$ cat src/rtl/rdyack_rr_arbiter_pkg.sv
// -----------------------------------------------------------------------------
// rdyack_rr_arbiter_pkg
// Shared types and helpers for the rdy/ack round-robin arbiter family.
//   arb_state_e : arbiter control state, 2-bit encoded. HOLD exists only when
//                 ARB_BURST_EN is defined.
//   arb_iw()    : index width for N requesters (at least 1 bit).
// Optional feature macro: ARB_BURST_EN (burst grants via a HOLD state).
// -----------------------------------------------------------------------------
package rdyack_rr_arbiter_pkg;

   typedef enum logic [1:0] {
      IDLE = 2'd0,
      LOCK = 2'd1
`ifdef ARB_BURST_EN
      ,
      HOLD = 2'd2
`endif
   } arb_state_e;

   // A single requester still needs a 1-bit index so ports never collapse
   // to zero width.
   function automatic int arb_iw(input int n);
      return (n > 1) ? $clog2(n) : 1;
   endfunction

endpackage

$ cat src/rtl/rdyack_rr_arbiter_rr_pick.sv
// -----------------------------------------------------------------------------
// rr_pick
// Combinational rotate-and-find-first. Scans req starting at ptr, wrapping
// past N-1 back to 0, and returns the first set index. With no request set
// the index falls back to ptr so the grant output stays stable.
// Ports:
//   req [N]  : request vector
//   ptr [IW] : index with highest priority this cycle (always < N)
//   idx [IW] : selected index
//   any      : at least one request is set
// -----------------------------------------------------------------------------
module rr_pick
   import rdyack_rr_arbiter_pkg::*;
#(
   parameter int N = 2,
   localparam int IW = arb_iw(N)
) (
   input  logic [N-1:0]  req,
   input  logic [IW-1:0] ptr,
   output logic [IW-1:0] idx,
   output logic          any
);

   always_comb begin
      int   j;
      logic found;
      j     = 0;
      found = 1'b0;
      idx   = ptr;
      for (int k = 0; k < N; k++) begin
         // Rotated position, kept in 0..N-1 without a modulo operator.
         j = int'(ptr) + k;
         if (j >= N) begin
            j = j - N;
         end
         if (!found && req[j]) begin
            idx   = IW'(j);
            found = 1'b1;
         end
      end
   end

   assign any = |req;

endmodule

$ cat src/rtl/rdyack_rr_arbiter.sv
// -----------------------------------------------------------------------------
// rdyack_rr_arbiter
// Shares one downstream rdy/ack channel among N upstream requesters with
// round-robin priority. A requester that is offered but not acked is locked
// in until its ack, so the downstream side sees a stable transfer.
// Ports:
//   i_clk, i_rst_n : clock, asynchronous active-low reset
//   src_rdys [N]   : per-requester rdy, held until its ack
//   src_acks [N]   : per-requester ack, one-hot on dst_ack, else zero
//   dst_rdy        : downstream rdy (0-cycle path from src_rdys)
//   dst_ack        : downstream ack, only while dst_rdy is high
//   o_gnt_idx [IW] : index currently granted
//   o_locked       : high while in LOCK
// Optional feature macro: ARB_BURST_EN. When defined, a requester may keep
// the grant for up to BURST consecutive transfers; a one-cycle HOLD state
// after each ack decides whether the burst continues.
// -----------------------------------------------------------------------------
module rdyack_rr_arbiter
   import rdyack_rr_arbiter_pkg::*;
#(
   parameter int N     = 2,
   parameter int BURST = 4,
   localparam int IW   = arb_iw(N)
) (
   input  logic          i_clk,
   input  logic          i_rst_n,
   input  logic [N-1:0]  src_rdys,
   output logic [N-1:0]  src_acks,
   output logic          dst_rdy,
   input  logic          dst_ack,
   output logic [IW-1:0] o_gnt_idx,
   output logic          o_locked
);

   if (N < 1 || BURST < 1) begin : g_bad_params
      $error("rdyack_rr_arbiter: N and BURST must both be >= 1");
   end

   arb_state_e    state_q, state_d;
   logic [IW-1:0] ptr_q, ptr_d;
   logic [IW-1:0] lock_idx_q, lock_idx_d;
   logic [IW-1:0] pick_idx;
   logic          pick_any;
   logic [IW-1:0] gnt;

   // Next index after i, wrapping N-1 to 0 so ptr never reaches N.
   function automatic logic [IW-1:0] inc_idx(input logic [IW-1:0] i);
      if (int'(i) >= N - 1) begin
         return '0;
      end
      return i + 1'b1;
   endfunction

   rr_pick #(.N(N)) u_pick (
      .req (src_rdys),
      .ptr (ptr_q),
      .idx (pick_idx),
      .any (pick_any)
   );

`ifdef ARB_BURST_EN
   localparam int BW = arb_iw(BURST);
   logic [BW-1:0] burst_cnt_q, burst_cnt_d;
   logic          burst_more;

   // The locked requester is still asking and has burst budget left.
   assign burst_more = src_rdys[lock_idx_q] && (int'(burst_cnt_q) < BURST - 1);
`endif

   // State register
   always_ff @(posedge i_clk or negedge i_rst_n) begin
      if (!i_rst_n) begin
         state_q     <= IDLE;
         ptr_q       <= '0;
         lock_idx_q  <= '0;
`ifdef ARB_BURST_EN
         burst_cnt_q <= '0;
`endif
      end else begin
         state_q     <= state_d;
         ptr_q       <= ptr_d;
         lock_idx_q  <= lock_idx_d;
`ifdef ARB_BURST_EN
         burst_cnt_q <= burst_cnt_d;
`endif
      end
   end

   // Output logic
   always_comb begin
      gnt     = pick_idx;
      dst_rdy = pick_any;
      case (state_q)
         LOCK: begin
            gnt     = lock_idx_q;
            dst_rdy = src_rdys[lock_idx_q];
         end
`ifdef ARB_BURST_EN
         HOLD: begin
            // A HOLD cycle that will end the burst offers nothing downstream,
            // otherwise the grant could exceed BURST transfers.
            gnt     = lock_idx_q;
            dst_rdy = burst_more;
         end
`endif
         default: ;
      endcase
      src_acks = '0;
      if (dst_ack) begin
         src_acks[gnt] = 1'b1;
      end
   end

   assign o_gnt_idx = gnt;
   assign o_locked  = (state_q == LOCK);

   // Next-state logic
   always_comb begin
      state_d     = state_q;
      ptr_d       = ptr_q;
      lock_idx_d  = lock_idx_q;
`ifdef ARB_BURST_EN
      burst_cnt_d = burst_cnt_q;
`endif
      case (state_q)
         IDLE: begin
            if (dst_ack) begin
`ifdef ARB_BURST_EN
               lock_idx_d = gnt;
               state_d    = HOLD;
`else
               ptr_d      = inc_idx(gnt);
`endif
            end else if (dst_rdy) begin
               lock_idx_d = gnt;
               state_d    = LOCK;
            end
         end
         LOCK: begin
            if (dst_ack) begin
`ifdef ARB_BURST_EN
               state_d = HOLD;
`else
               ptr_d   = inc_idx(lock_idx_q);
               state_d = IDLE;
`endif
            end
         end
`ifdef ARB_BURST_EN
         HOLD: begin
            if (burst_more) begin
               // Burst continues: an ack right now is the next transfer and
               // needs another decision cycle, otherwise wait in LOCK.
               burst_cnt_d = burst_cnt_q + 1'b1;
               state_d     = dst_ack ? HOLD : LOCK;
            end else begin
               ptr_d       = inc_idx(lock_idx_q);
               burst_cnt_d = '0;
               state_d     = IDLE;
            end
         end
`endif
         default: state_d = IDLE;
      endcase
   end

endmodule
$ cat config.mk
export PLATFORM = sky130hd
export DESIGN_NAME = rdyack_rr_arbiter
export DESIGN_NICKNAME = d
export VERILOG_FILES = /design/src/rtl/rdyack_rr_arbiter_pkg.sv /design/src/rtl/rdyack_rr_arbiter_rr_pick.sv /design/src/rtl/rdyack_rr_arbiter.sv
export SDC_FILE = /design/constraint.sdc
export NUM_CORES = 1
export LEC_CHECK = 0
export ABC_AREA = 1
export BUFFER_PORTS_ARGS = -buffer_cell sky130_fd_sc_hd__buf_2
export CAP_MARGIN = 0
export CORE_AREA = 2 2 39 41
export CTS_CLUSTER_SIZE = 16
export DETAILED_ROUTE_END_ITERATION = 8
export DIE_AREA = 0 0 41 43
export GPL_TIMING_DRIVEN = 0
export HOLD_SLACK_MARGIN = 0.15
export PLACE_DENSITY = 0.35
export SLEW_MARGIN = 10
export SYNTH_ARGS = -nofsm -noshare
export SYNTH_HDL_FRONTEND = slang
export SYNTH_SLANG_ARGS = --single-unit
export TNS_END_PERCENT = 30
$ cat constraint.sdc
create_clock -name i_clk -period 0.9 [get_ports i_clk]
set_input_delay 0.27 -clock i_clk [delete_from_list [all_inputs] [get_ports i_clk]]
set_output_delay 0.27 -clock i_clk [all_outputs]
set_load 0.05 [all_outputs]
---- Word-level counts from Yosys, hierarchy flattened ----
Index checks and enable logic that the tools add are counted.
Widths: inputs -> output; s select.
word-level totals
  bits in registers ....................... 4
  input port bits ......................... 5
  output and inout port bits .............. 5
  word-level logic and storage cells ...... 67
cells by class
  add/sub/neg operators ................... 5
  magnitude comparators ................... 9
  equality and inequality tests ........... 5
  muxes and demuxes ....................... 35
  bitwise gates (word level) .............. 1
  reductions and logical operators ........ 9
operators with widths
  kind                   number
  $lt 32x3->1 const B    2
  $mux 32                2
  $ge 32x3->1 const B    1
  $sub 32x3->32 const B  1
  $mux 1                 26
  $reduce_and 3->1       3
  $mux 2                 4
  $ne 2x2->1 const B     4
  $lt 1x2->1 const B     2
  $pmux 2 s2             1
  $ge 1x1->1 const B     3
  $sub 1x2->3 const B    1
  $add 1x1->1 const B    2
  $add 1x1->2 const B    1
  $eq 2x1->1 const B     1
  $ge 1x2->1 const B     1
  $logic_and 1x1->1      2
  $logic_not 2->1        1
  $pmux 1 s2             1
  $reduce_bool 2->1      1
  $reduce_or 2->1        1
  $demux 1 s1            1
  $logic_not 1->1        1
  $not 1->1              1

---- Logic depth before layout (Yosys ltp) ----
  word-level depth ........................ 17
  gate-level depth with buffers ........... 7
  depth with buffers taken out ............ 7

---- Modules after synthesis ----
Synthesis repeated with hierarchy kept, for this count alone.
unflattened totals
  cell total of the unflattened synthesis .. 32
  area total of the unflattened synthesis .. 235.2 µm²
by module, submodules not included
  module             times used  cells an instance  area an instance (µm²)  seq. area each (µm²)
  rdyack_rr_arbiter  1           28                 216.5                   75.1
  rr_pick            1           4                  18.8                    0.0

---- Worst setup path after synthesis ----
OpenSTA, ideal clock, no wires.
  path type ............................... reg-to-output
  from .................................... reg state_q[0]
  to ...................................... out src_acks[0]
  arrival time ............................ 1.748 ns
  data required time ...................... 0.630 ns
  path slack .............................. -1.118 ns
  stages on the path, launching flop included .. 4
  path buffers ............................ 0
  cells stage by stage .................... dfrtp_1 > nand2_1 > nand2_2 > nor2_1
on the way
  longest elaborated chain between the ends .. 7
  elaborated cells on any way between the ends .. 8
  those cells by class .................... 2 x order compare; 1 x eq/ne; 4 x mux; 1 x reduce/logical
ends and longest elaborated chain
  what                                                            line                      source
  start, declared                                                 rdyack_rr_arbiter.sv:39   arb_state_e state_q, state_d;
  start signal, assigned                                          rdyack_rr_arbiter.sv:80   state_q <= state_d;
  $eq 2x1->1 (*)                                                  rdyack_rr_arbiter.sv:93   case (state_q)
  $mux 1 (*)                                                      rdyack_rr_arbiter.sv:93
  via o_gnt_idx                                                   rdyack_rr_arbiter.sv:31   output logic [IW-1:0] o_gnt_idx,
  $lt 1x2->1 (implied by the code) or $ge 1x1->1 (tied branches)  rdyack_rr_arbiter.sv:110  src_acks[gnt] = 1'b1;
  $logic_and 1x1->1 (implied by the code)                         rdyack_rr_arbiter.sv:110
  $mux 1 (implied by the code)                                    rdyack_rr_arbiter.sv:110
  $demux 1 s1 (*)                                                 rdyack_rr_arbiter.sv:110
  $mux 2 (*)                                                      rdyack_rr_arbiter.sv:109  if (dst_ack) begin
  end, declared                                                   rdyack_rr_arbiter.sv:28   output logic [N-1:0] src_acks,
Mark *: on every way through the listed nets, which the timed path passes. The rest lies on a longest branch.

---- Worst setup path in the final report ----
  from .................................... reg state_q[0]
  to ...................................... out src_acks[1]
on the way
  longest elaborated chain between the ends .. 7
  elaborated cells on any way between the ends .. 8
  those cells by class .................... 2 x order compare; 1 x eq/ne; 4 x mux; 1 x reduce/logical
ends and longest elaborated chain
  what                                                            line
  $eq 2x1->1 (*)                                                  rdyack_rr_arbiter.sv:93
  $mux 1 (*)                                                      rdyack_rr_arbiter.sv:93
  $lt 1x2->1 (implied by the code) or $ge 1x1->1 (tied branches)  rdyack_rr_arbiter.sv:110
  $logic_and 1x1->1 (implied by the code)                         rdyack_rr_arbiter.sv:110
  $mux 1 (implied by the code)                                    rdyack_rr_arbiter.sv:110
  $demux 1 s1 (*)                                                 rdyack_rr_arbiter.sv:110
  $mux 2 (*)                                                      rdyack_rr_arbiter.sv:109
Mark *: on every way between the ends. The rest lies on a longest branch, timed or not.

==> summary.txt <==
Status
  • Status: complete, but fails checks
  • Failing checks: negative setup slack

Final layout
  • Total Nets Final: 56
  • P&R area growth vs syn: 80.7%
  • Fin cells: 64
  • Inserted Diodes: 0
  • Commonest non-fill, non-tap cell in the layout: nand2_1
  • Commonest non-fill, non-tap cells in the layout: 8 x nand2_1, 5 x inv_1, 5 x buf_2
  • Layout cell share with drive strength beyond 1: 43.8%

Place
  • HPWL Detailed: 397 um
  • Final Wtd Congestion: 0.639
  • Placed Cells: 57
  • Port Buffers: 9

Power
  • Leak Pwr: 0.205 nW
  • PwrDens: 3890 mW/mm^2
  • Maximum vdd drop: 0.991 mV

Drt
  • Routed WL per cell: 7.66 um
  • Vias/cell: 3.64
  • Initial DRC Count: 1
  • Drt first pass iters: 3
  • Remaining DRCs: 0
  • Routed WL: 490 um
  • Vias: 233
  • Post-route ant nets: 0

Floorplanning
  • Initial core utilization: 15.9%
  • Core Rows: 14
  • Die Width: 41 um
  • Top Ports: 10
  • Die Ht: 43 um
  • Core Area: 0.00138 mm^2
  • DIE AREA: 0.00176 mm^2

Worst setup path
  • Crit path launch: state_q[0]
  • Reg-to-reg endpoint: ptr_q
  • CP Launch Type: flip-flop
  • R2R Setup Slk: -0.17 ns
  • Worst R2R Start: state_q[0]
  • Worst Path Arrival: 1.23 ns
  • Critical path class: flip-flop to output port
  • FF-to-FF path depth: 5
  • Worst Path Required: 0.63 ns
  • Critical Path Sink Type: output port
  • Max FO, Critical Path: 5

Synth
  • Synth Area in Compound Gates: 17.6%
  • Post-synthesis adder-cell area fraction: 11.4%
  • Synthesized area per cell: 6.88 um^2
  • Netlist cell types: 10
  • Fraction of synthesized cell area in xor and xnor cells: 0%
  • Mapped Cells: 32
  • Simple-Gate Fraction of Synth Area: 28.4%
  • Post-synthesis sequential area ratio: 34.1%
  • Post-synthesis mux area share: 0%
  • Mapped Area: 220 um^2
  • Post-Syn Nets: 39
  • Ys Warns: 0
  • Largest family of logic cells by synthesized area: simple AND/OR/NAND/NOR gates
  • Post-synthesis register bit count: 3

STA
  • Period utilization: 166%
  • Fin crit period: 1.50 ns
  • RSZ-0062 raised after global routing: yes
  • Final setup margin: -0.598 ns
  • F_max: 668 MHz
  • Worst Tran Pin Value: 0.270 ns
  • # setup viols final: 8
  • Slew Limit Fails: 0
  • Clock skew: 0.0000766 ns
  • Max transition margin: 81.8%
  • Setup TNS: -2.88 ns
  • Final hold violations: 0

GRT
  • Tot GR Track Use: 7.34%
  • Met3 GRT Util: 1.57%
  • Global-route track usage on met1: 9.71%
  • Largest net degree at the start of global routing: 7
  • GRT busiest layer: met1
  • Total grt overflow: 0
  • Number of global-route vias before repair: 224
  • Met2 Use GR: 8.75%
  • First-pass GRT wire length: 828 um
  • Initial antenna violation count: 0

Min path
  • Worst hold start: dst_ack
  • Hold Crit Depth: 3
  • Worst Hold Endpoint: lock_idx_q
  • Hold Crit Class: input port to flip-flop

CTS
  • H-tree Lvls: 1
  • CTS clk-pin slew, worst paths: 0.03 ns
  • Root buf cell: clkbuf_4
  • CTS tree: built
  • Worst skew pair latency: 0.23 ns
  • Max clock buf depth: 2
  • Clock Sinks: 3
  • Num CTS Buffers: 3

Run
  • Max Cap Viol: 0
==> power by group <==
part | switching [mW] | leakage [nW] | internal (mW)
sequential | 0.0620 | 0.0355 | 0.206
combinational | 0.666 | 0.154 | 0.385
clock | 0.0618 | 0.0150 | 0.166
==> critical path: stages, from the launching register on <==
cell	delay [ns]
dfrtp_2	0.43
a21oi_2	0.13
nand2_2	0.13
a21oi_4	0.14
buf_6	0.16
==> how the worst max path moves through the flow <==
| stage | end |
|---|---|
| 3_5_place_dp | src_acks[0] |
| 3_3_place_gp | src_acks[0] |
| 6_report | src_acks[1] |
| 4_1_cts | src_acks[1] |
| 5_1_grt | src_acks[1] |
| 2_1_floorplan | src_acks[0] |
==> cell usage after synthesis <==
cell type,number,area share [%]
ha_1,2,11
dfrtp_1,3,34
o21ai_0,5,11
nand2_2,2,5.7
a21oi_2,1,4.0
nand3_1,1,2.3
nand2_1,9,15
a21oi_1,1,2.3
nor2_1,3,5.1
inv_1,5,8.5
==> cell type report <==
class | count | area (um^2)
Fill cell | 152 | 986
Multi-Input combinational cell | 24 | 161
Timing Repair Buffer | 12 | 95.1
Sequential cell | 3 | 76.3
Clock buffer | 4 | 26.3
Tap cell | 16 | 20.0
Inverter | 5 | 18.8
==> cell families (layout without fill, tap and decap cells) <==
kind of cell / after synthesis / after routing
AOI/OAI and AO/OA: 7 / 7
adders and majority gates: 2 / 2
buffers and inverters: 5 / 21
DFF: 3 / 3
and+or+nand+nor: 15 / 15
==> layer usage <==
metal | part of all wire [%] | wire length [um]
met4 | 0 | 0
met2 | 46 | 225
met3 | 6.7 | 33
met1 | 47 | 231
met5 | 0 | 0
==> per-stage QoR <==
stage          power, mW  area, um^2  hold WS (ns)  setup slack (ns)  utilization [%]
3_3_place_gp        1.14         322        0.0663            -0.465             23.2
4_1_cts             1.54         390         0.294            -0.631             28.2
5_1_grt             1.66         398         0.306            -0.657             28.8
2_1_floorplan      0.975         256       -0.0256            -0.548                -
3_5_place_dp        1.14         322        0.0694            -0.488             23.2
6_report            1.55         398         0.303            -0.598             28.8
==> registers in the layout, summed over array words and instances, names as in the netlist <==
name / flops
ptr_q: 1
lock_idx_q: 1
state_q: 1
==> what timing repair did <==
item | in CTS | in global routing
gates resized for setup | 11 | 1
hold endpoints to repair | 3 | 0
pin swaps | 2 | 2
endpoints found under the setup margin | 8 | 8
buffers inserted | 1 | 1
hold buffers | 1 | 0
No activity file was read; power rests on OpenSTA's default activity.
